`src/rtl/controlpath_mc.sv`:
```
// controlpath_mc -- multicycle control path for a 16-bit load/store datapath.
// One registered state selects every datapath control. Controls are decoded
// combinationally from state and IR, and from mem_ready only in memory-wait states.
// Ports:
//   clk, reset                 clock, synchronous active-high reset
//   IR, N, Z, P, mem_ready     instruction, condition codes, memory completion strobe
//   mem_req, mem_we            memory request and its write qualifier
//   marE..nzpE                 one-cycle register enables
//   marmux..aluControl         datapath selects
//   halted, illegal,
//   timeout_err                sticky status flags; state = current state
module controlpath_mc #(
    parameter int unsigned STATE_W     = 5,
    parameter int unsigned MEM_TIMEOUT = 15,
    parameter logic [3:0]  HALT_OPC    = 4'b1111
) (
    input  logic               clk,
    input  logic               reset,
    input  logic [15:0]        IR,
    input  logic               N,
    input  logic               Z,
    input  logic               P,
    input  logic               mem_ready,
    output logic               mem_req,
    output logic               mem_we,
    output logic               marE,
    output logic               pcE,
    output logic               mdrE,
    output logic               irE,
    output logic               regWriteE,
    output logic               nzpE,
    output logic               marmux,
    output logic               adjmux,
    output logic               mdrControl,
    output logic               mdrmux,
    output logic               srmux,
    output logic               drmux,
    output logic               lshift,
    output logic [1:0]         pcmux,
    output logic [1:0]         regmux,
    output logic [1:0]         opmux,
    output logic [2:0]         aluControl,
    output logic               halted,
    output logic               illegal,
    output logic               timeout_err,
    output logic [STATE_W-1:0] state
);

    typedef enum logic [STATE_W-1:0] {
        FETCH0 = STATE_W'(0),  FETCH1 = STATE_W'(1),  FETCH2 = STATE_W'(2),
        DECODE = STATE_W'(3),  ALU    = STATE_W'(4),  REGCCW = STATE_W'(5),
        BR     = STATE_W'(8),  LD0    = STATE_W'(9),  LD1    = STATE_W'(10),
        ST0    = STATE_W'(12), ST1    = STATE_W'(13), ST2    = STATE_W'(14),
        JMP    = STATE_W'(17), JSR0   = STATE_W'(18), JSR1   = STATE_W'(19),
        JSR2   = STATE_W'(20), LEA    = STATE_W'(21), SHF    = STATE_W'(22),
        HALT   = STATE_W'(23), ILL    = STATE_W'(24), TOUT   = STATE_W'(25)
    } state_t;

    state_t     cur;
    logic [7:0] wait_cnt;
    logic       mem_state;
    logic       expire;

    assign state     = cur;
    assign mem_state = (cur == FETCH1) || (cur == LD1) || (cur == ST2);
    // The MEM_TIMEOUT-th consecutive cycle without mem_ready aborts the access;
    // a mem_ready on that same cycle still completes it.
    assign expire    = mem_state && !mem_ready && (wait_cnt == 8'(MEM_TIMEOUT - 1));

    // HALT_OPC is checked first so it overrides the fixed opcode map.
    function automatic state_t decode_op(input logic [15:0] ir);
        state_t d;
        if (ir[15:12] == HALT_OPC) begin
            d = HALT;
        end else begin
            case (ir[15:12])
                4'b0001, 4'b0101, 4'b1001: d = ALU;
                4'b0000:                   d = BR;
                4'b1100:                   d = JMP;
                4'b0100:                   d = JSR0;
                4'b0010, 4'b0110:          d = LD0;
                4'b0011, 4'b0111:          d = ST0;
                4'b1110:                   d = LEA;
                4'b1101:                   d = (ir[5:4] == 2'b10) ? ILL : SHF;
                default:                   d = ILL;
            endcase
        end
        return d;
    endfunction

    always_ff @(posedge clk) begin
        if (reset) begin
            cur         <= FETCH0;
            wait_cnt    <= '0;
            halted      <= 1'b0;
            illegal     <= 1'b0;
            timeout_err <= 1'b0;
        end else begin
            if (mem_state && !mem_ready)
                wait_cnt <= wait_cnt + 8'd1;
            case (cur)
                FETCH0: begin cur <= FETCH1; wait_cnt <= '0; end
                FETCH1: begin
                    if (mem_ready)   cur <= FETCH2;
                    else if (expire) begin cur <= TOUT; timeout_err <= 1'b1; end
                end
                FETCH2: cur <= DECODE;
                DECODE: begin
                    cur <= decode_op(IR);
                    if (decode_op(IR) == ILL)  illegal <= 1'b1;
                    if (decode_op(IR) == HALT) halted  <= 1'b1;
                end
                ALU:    cur <= REGCCW;
                REGCCW: cur <= FETCH0;
                BR:     cur <= FETCH0;
                LD0:    begin cur <= LD1; wait_cnt <= '0; end
                LD1: begin
                    if (mem_ready)   cur <= REGCCW;
                    else if (expire) begin cur <= TOUT; timeout_err <= 1'b1; end
                end
                ST0:    cur <= ST1;
                ST1:    begin cur <= ST2; wait_cnt <= '0; end
                ST2: begin
                    if (mem_ready)   cur <= FETCH0;
                    else if (expire) begin cur <= TOUT; timeout_err <= 1'b1; end
                end
                JMP:    cur <= FETCH0;
                JSR0:   cur <= JSR1;
                JSR1:   cur <= JSR2;
                JSR2:   cur <= FETCH0;
                LEA:    cur <= REGCCW;
                SHF:    cur <= REGCCW;
                ILL:    cur <= FETCH0;
                HALT:   cur <= HALT;
                TOUT:   cur <= TOUT;
                default: cur <= FETCH0;
            endcase
        end
    end

    always_comb begin
        mem_req = 1'b0; mem_we = 1'b0;
        marE = 1'b0; pcE = 1'b0; mdrE = 1'b0; irE = 1'b0; regWriteE = 1'b0; nzpE = 1'b0;
        marmux = 1'b0; adjmux = 1'b0; mdrControl = 1'b0; mdrmux = 1'b0;
        srmux = 1'b0; drmux = 1'b0; lshift = 1'b0;
        pcmux = 2'b00; regmux = 2'b00; opmux = 2'b00; aluControl = 3'b000;
        case (cur)
            FETCH0: begin marE = 1'b1; marmux = 1'b0; end
            FETCH1: begin
                mem_req = 1'b1;
                if (mem_ready) begin mdrE = 1'b1; mdrmux = 1'b1; pcE = 1'b1; pcmux = 2'b00; end
            end
            FETCH2: irE = 1'b1;
            ALU: begin
                regmux = 2'b10; srmux = 1'b1;
                opmux  = IR[5] ? 2'b10 : 2'b00;
                case (IR[15:12])
                    4'b0101: aluControl = 3'b001;
                    4'b1001: aluControl = 3'b010;
                    default: aluControl = 3'b000;
                endcase
            end
            REGCCW: begin regWriteE = 1'b1; nzpE = 1'b1; drmux = 1'b0; end
            BR: begin
                pcmux = 2'b10; adjmux = 1'b1;
                pcE   = (IR[11] & N) | (IR[10] & Z) | (IR[9] & P);
            end
            LD0, ST0: begin
                marE = 1'b1; marmux = 1'b1; opmux = 2'b11; aluControl = 3'b000; srmux = 1'b1;
                lshift = IR[14]; mdrControl = IR[14];
            end
            LD1: begin
                mem_req = 1'b1;
                if (mem_ready) begin mdrE = 1'b1; mdrmux = 1'b1; regmux = 2'b00; end
            end
            ST1: begin mdrE = 1'b1; mdrmux = 1'b0; srmux = 1'b0; aluControl = 3'b110; end
            ST2: begin mem_req = 1'b1; mem_we = 1'b1; end
            JMP: begin pcE = 1'b1; pcmux = 2'b01; end
            // JSR0 parks the base-register target in MAR, JSR1 links PC into R7,
            // JSR2 loads PC from MAR (register form) or PC+offset (IR[11]=1).
            JSR0: begin marE = 1'b1; marmux = 1'b1; srmux = 1'b1; opmux = 2'b11; aluControl = 3'b111; end
            JSR1: begin regWriteE = 1'b1; drmux = 1'b1; regmux = 2'b11; end
            JSR2: begin pcE = 1'b1; pcmux = IR[11] ? 2'b10 : 2'b11; adjmux = 1'b0; end
            LEA:  begin regmux = 2'b01; adjmux = 1'b1; end
            SHF: begin
                regmux = 2'b10; srmux = 1'b1; opmux = 2'b01;
                case (IR[5:4])
                    2'b01:   aluControl = 3'b100;
                    2'b11:   aluControl = 3'b101;
                    default: aluControl = 3'b011;
                endcase
            end
            default: ;
        endcase
        // Reset kills any in-flight access and all register writes that cycle.
        if (reset) begin
            mem_req = 1'b0; mem_we = 1'b0;
            marE = 1'b0; pcE = 1'b0; mdrE = 1'b0; irE = 1'b0; regWriteE = 1'b0; nzpE = 1'b0;
        end
    end

endmodule
```
`config.mk`:
```
export PLATFORM = sky130hd
export DESIGN_NAME = controlpath_mc
export DESIGN_NICKNAME = d
export VERILOG_FILES = /design/src/rtl/controlpath_mc.sv
export SDC_FILE = /design/constraint.sdc
export NUM_CORES = 1
export LEC_CHECK = 0
export BUFFER_PORTS_ARGS = -buffer_cell sky130_fd_sc_hd__buf_2
export CAP_MARGIN = 0
export CORE_MARGIN = 2
export CORE_UTILIZATION = 45
export DETAILED_ROUTE_END_ITERATION = 12
export PLACE_DENSITY = 0.76
export SLEW_MARGIN = 20
export SYNTH_ARGS = -nofsm -noshare
export SYNTH_HDL_FRONTEND = slang
export SYNTH_SLANG_ARGS = --single-unit
```
`constraint.sdc`:
```
create_clock -name clk -period 1.7 [get_ports clk]
set_clock_uncertainty 0.2 [all_clocks]
set_input_delay 0 -clock clk [delete_from_list [all_inputs] [get_ports clk]]
set_output_delay 0 -clock clk [all_outputs]
set_load 0.005 [all_outputs]
```
* Yosys cells after proc, flatten, opt, wreduce, memory -nomap -nowiden
Cells that the tools add are included.
** Word-level totals
- Flip-flop bits (word level) :: 16
- Input port bits :: 22
** Cells by class
- Add/sub/neg operators :: 1
- Equality and inequality tests :: 37
- Mux-type cells :: 41
- Bitwise gates (word level) :: 6
- Reductions and logical operators :: 25
** Operators with widths (count)
- 5-bit case mux with 14 select lines :: 1
- 5-bit equality test, second input constant :: 10
- 5-bit case mux with 8 select lines :: 1
- 5-bit 2-to-1 mux :: 7
- 5-bit by 4-bit equality test with 1-bit output, second input constant :: 6
- 1-bit 2-to-1 mux :: 22
- 4-bit equality test, second input constant :: 5
- 2-bit case mux with 3 select lines :: 3
- 4-bit by 3-bit equality test with 1-bit output, second input constant :: 4
- 2-bit OR reduction :: 8
- 3-bit case mux with 4 select lines :: 1
- 3-bit OR reduction :: 4
- 5-bit by 2-bit equality test with 1-bit output, second input constant :: 2
- 5-bit by 3-bit equality test with 1-bit output, second input constant :: 2
- 8-bit by 1-bit adder with 8-bit output, second input constant :: 1
- 4-bit by 2-bit equality test with 1-bit output, second input constant :: 2
- 8-bit by 4-bit equality test with 1-bit output, second input constant :: 1
- 4-bit OR reduction :: 2
- 3-bit case mux with 2 select lines :: 1
- 5-bit by 1-bit equality test with 1-bit output, second input constant :: 1
- 5-bit logical NOT :: 1
- 5-bit OR reduction :: 1
- 2-bit equality test, second input constant :: 2
- 4-bit by 1-bit equality test with 1-bit output, second input constant :: 1
- other kinds (15) :: 21

* Depth between registers and ports, before layout
- Depth in word-level cells :: 8
- Depth in mapped cells :: 7
- Mapped depth without buffers :: 6

* Worst setup path before layout
OpenSTA, ideal clock, no wires.
- Kind :: reg-to-reg
- From :: register cur[0] (netlist: state[0])
- To :: register cur[2] (netlist: state[2])
- Setup time :: 0.074 ns
- Arrival time :: 1.438 ns
- Data required time :: 1.426 ns
- Setup slack :: -0.012 ns
- Stages on the path, launching flop included :: 7
- Buffers on the path :: 1
- Clock period less this slack :: 1.712 ns
- Cells stage by stage :: dfxtp_1 buf_4 and3b_1 o21a_1 and2_4 or3_1 a31oi_1
** On the way
- Word-level cells in the longest chain between the ends :: 8
- Elaborated cells between the ends (all ways) :: 26
- Those cells by class :: 15 x eq/ne; 5 x mux; 6 x reduce/logical
** RTL lines
- start: declaration :: RTL line 59 : state_t cur;
- start signal: assignment :: RTL line 109 : cur <= decode_op(IR);
- 5-bit by 1-bit equality test with 1-bit output / 5-bit by 4-bit equality test with 1-bit output (equally long branches) :: RTL line 65, 101
- 1-bit logical OR (2 in series) :: RTL line 65 : assign mem_state = (cur == FETCH1) || (cur == LD1) || (cur == ST2);
- 1-bit logical AND (2 in series) :: RTL line 68 : assign expire = mem_state && !mem_ready && (wait_cnt == 8'(MEM_TIMEOUT - 1));
- 5-bit 2-to-1 mux
- 5-bit 2-to-1 mux (on tied branches)
- 5-bit case mux with 14 select lines * :: RTL line 101 : case (cur)
Mark *: on every way between the ends. The rest lies on a longest branch, timed or not.
A chain may end at the register's enable or synchronous reset.

* Worst setup path after layout
- From :: register cur[1] (netlist: state[1])
- To :: output port aluControl[1]
** On the way
- Word-level cells in the longest chain between the ends :: 2
- Elaborated cells between the ends (all ways) :: 5
- Those cells by class :: 4 x eq/ne; 1 x mux
** RTL lines
- 5-bit equality test (tied with other cells) :: RTL line 147 : case (cur)
- 3-bit case mux with 4 select lines * :: RTL line 147
- end: declaration :: RTL line 42 : output logic [2:0] aluControl,
Marks and branches as above.

==> summary.md <==
| Metric | Value |
|---|---|
| Final period util | 1.18 |
| Syn nets | approximately 250 |
| Ant. Diodes | 0 |
| Startpoint Class | register |
| Number of synthesis warnings | 0 |
| Total core area | 3310 um2 |
| Multi-input gate area | 1370 um2 |
| Worst reg2reg path startpoint | state[1] |
| Max Fanout on Critical Path | 4 |
| R2R cell count | 6 |
| DIE AREA | 3900 um2 |
| Vias in the first global route | 2009 |
| Synth cell types | between 50 and 60 |
| Largest stage delay on the critical path | 0.38 ns |
| Final setup vio count | 36 |
| RD Place Congestion | ~0.95 |
| Maximum root-to-sink buffer count | 2 |
| Detailed Route Iter0 Violations | 267 |
| Fraction of registers with async set/reset | 0 |
| Max frequency | 499 MHz |
| Area delta synth->final | 75.3% |
| Antenna violations before repair | 0 |
| Hold Path End | illegal |
| Fillers | approximately 200 |
| Register area share after synthesis | 0.208 |
| CP cell instances | buf_6 -> nor2_4 -> nand2_1 -> or3_4 -> o311ai_1 -> buf_2 |
| Tightest Pin Transition | 0.432 ns |
| Worst hold start | IR[14] |
| Dpl hpwl | 3630 um |
| Root buffer cell | clkbuf_4 |
| Total gr overflow | 0 |
| Setup TNS | -4.23 ns |
| Met2 Resource Use GR | 0.528 |
| Most frequent cells in the layout | buf_2 (45), buf_4 (42), nor2_1 (28) |
| Final #Nets | 353 |
| Starting Density | 0.464 |
| Largest net degree at the start of global routing | 18 |
| Fraction of layout cells with a size suffix above 1 | 0.508 |
| H-tree levels | 1 |
| Cell Area, Synth | 1540 um2 |
| Vias per cell | roughly 6.5 |
| RSZ-0062 raised after global routing | true |
| Total CTS buffers | 3 |
| CTS sink cnt | 16 |
| Commonest non-fill, non-tap cell in the layout | buf_2 |
| CTS tree | yes |
| EDFF count, synth | 0 |
| Power per cell area | ~500 nW/um2 |
| Cell Area, Placed | 2080 um2 |
| Fin worst setup slack | -0.305 ns |
| DIE HEIGHT | 62.5 um |
| IO Port Bufs | 46 |
| Required time of the critical path | 1.50 ns |
| Die width | 62.5 um |
| Per-cell routed wire length | 20.2 um |
| Hold Path Depth | 4 |
| GR peak layer | met2 |
| Status | finished, violations left |
| Avg Cell Area, Syn | slightly below 7 um2 |
| GR Layer Usage met1 | 0.379 |
| Worst Hold Class | in -> reg |
| Leakage power total | approximately 1.2 nW |
| Total number of vias | 2408 |
| Fin util | 0.814 |
| FF+latch area | 334 um2 |
| Seq cells post-synth | 16 |
| Min cycle time layout | about 2 ns |
| VDD IR-drop max | around 0.54 mV |
| Clk_lat worst skew | roughly 0.30 ns |
| CP delay by family, top | simple AND/OR/NAND/NOR gates |
| First-pass GRT wire length | 9450 um |
| Slew Viols, Final | 0 |
| Critical path capture point type | primary output |
| Total Wirelength | 7520 um |
| Power Total | roughly 1.4 mW |
| Drt first pass iters | 6 |
| DRC violations left | 0 |
| # IOs | 54 |
| Maxcap violations | 0 |
| Row count | 21 |
| Max_slew headroom | 0.710 |
| Clk slew on worst S/H paths | 0.10 ns |
| Synth Flop Type | dfxtp_1 |
| All-Layer GR Usage | 0.295 |
| Final ANT Viol Nets | 0 |
| Final instance area | 2700 um2 |
| WS Path Type | reg -> out |
| Worst path bufs/invs | 2 |
| Met3 usage | 0.0198 |
| R2R Setup Slk | -0.26 ns |
| Failing checks | negative setup slack |
| Worst EP arrival | 1.81 ns |
| Reg2reg end | state[1] |
| Worst path slowest cell | dfxtp_4 |
| Final Hold Viols | 0 |
| Synth Instances | 225 |
Yosys cell counts (2+ instances only):
master	number	area (um2)
a21oi_1	13	65.1
a22oi_1	4	30.0
a31o_2	2	17.5
a31oi_1	4	25.0
and3_1	8	50.1
buf_1	3	11.3
buf_2	8	40.0
buf_4	4	30.0
clkbuf_1	2	7.51
dfxtp_1	16	320
ha_1	2	25.0
inv_1	5	18.8
nand2_1	19	71.3
nand2b_1	9	56.3
nand3_1	7	35.0
nand3b_1	3	22.5
nand4_1	5	31.3
nor2_1	35	131
nor2b_1	5	31.3
nor3_1	4	20.0
nor3b_1	2	15.0
nor4_1	3	18.8
o211a_1	2	20.0
o211ai_1	2	15.0
o21a_1	2	15.0
o21ai_0	15	75.1
o22ai_1	3	18.8
o31ai_1	4	30.0
or2_2	2	12.5
or3_1	4	25.0
xor2_1	6	52.6
power breakdown:
part	switching, mW	total, mW	internal (mW)
sequential	0.0158	0.402	0.386
clock	0.121	0.204	0.0826
combinational	0.397	0.755	0.358
total	0.533	1.36	0.827
kinds of logic (layout without fill, tap and decap cells):
family	after synthesis	in the layout	synth area share
XOR/XNOR	7	7	0.0399
AND/OR/NAND/NOR	112	112	0.378
adder cells (fa/ha/maj)	2	2	0.0163
flip-flops	16	16	0.208
AO/OA/AOI/OAI	63	63	0.272
buffers and inverters	23	125	0.0724
multiplexers	2	2	0.0138
sequential cells by signal, indices dropped and copies added (netlist names):
signal / cells
halted: 1
illegal: 1
state: 5
timeout_err: 1
wait_cnt: 8
layer usage:
metal,vias up,routed length [um],share of wire
met2,190,3680,0.49
met4,0,503,0.067
met3,63,581,0.077
met1,1131,2760,0.37
met5,-,0,0
li1,1024,-,-
worst max-delay path by stage:
stage	start	to	slack, ns	cells after the start
5_1_grt	state[1]	aluControl[1]	-0.37	6
3_5_place_dp	state[1]	state[2]	-0.04	5
2_1_floorplan	state[0]	state[2]	0.02	6
6_report	state[1]	aluControl[1]	-0.31	6
4_1_cts	state[1]	aluControl[0]	-0.16	6
3_3_place_gp	state[1]	state[2]	-0.03	5
layout make-up:
| class | count | area share |
|---|---|---|
| clock buffers | 3 | 0.00835 |
| flip-flops and latches | 16 | 0.124 |
| repair buffers | 116 | 0.329 |
| multi-input cells | 186 | 0.509 |
| well taps | 46 | 0.0213 |
| inverters | 6 | 0.00928 |
repair_timing:
| action | 4_1_cts | 5_1_grt |
|---|---|---|
| buffers inserted | 10 | 11 |
| endpoints found under the hold margin | 4 | 0 |
| hold buffers | 4 | 0 |
| endpoints found under the setup margin | 28 | 39 |
| gates resized for setup | 46 | 52 |
| pin swaps | 6 | 19 |
metrics by stage:
stage	worst slack, ns	hold WS (ns)	cells
final	-0.305	0.00537	373
after global routing	-0.372	0.0555	373
after CTS	-0.159	0.000279	362
after detailed placement	-0.0445	0.142	345
after global placement	-0.0291	0.135	345
after floorplan	0.0225	-0.105	225
worst reg2reg max path, delay by kind of cell (launching register included):
| kind | cells | cell delay [ns] |
|---|---|---|
| buffers and inverters | 1 | 0.13 |
| and+or+nand+nor | 3 | 0.73 |
| AOI/OAI and AO/OA | 2 | 0.44 |
| DFF | 1 | 0.38 |
No activity file was read; power rests on OpenSTA's default activity.
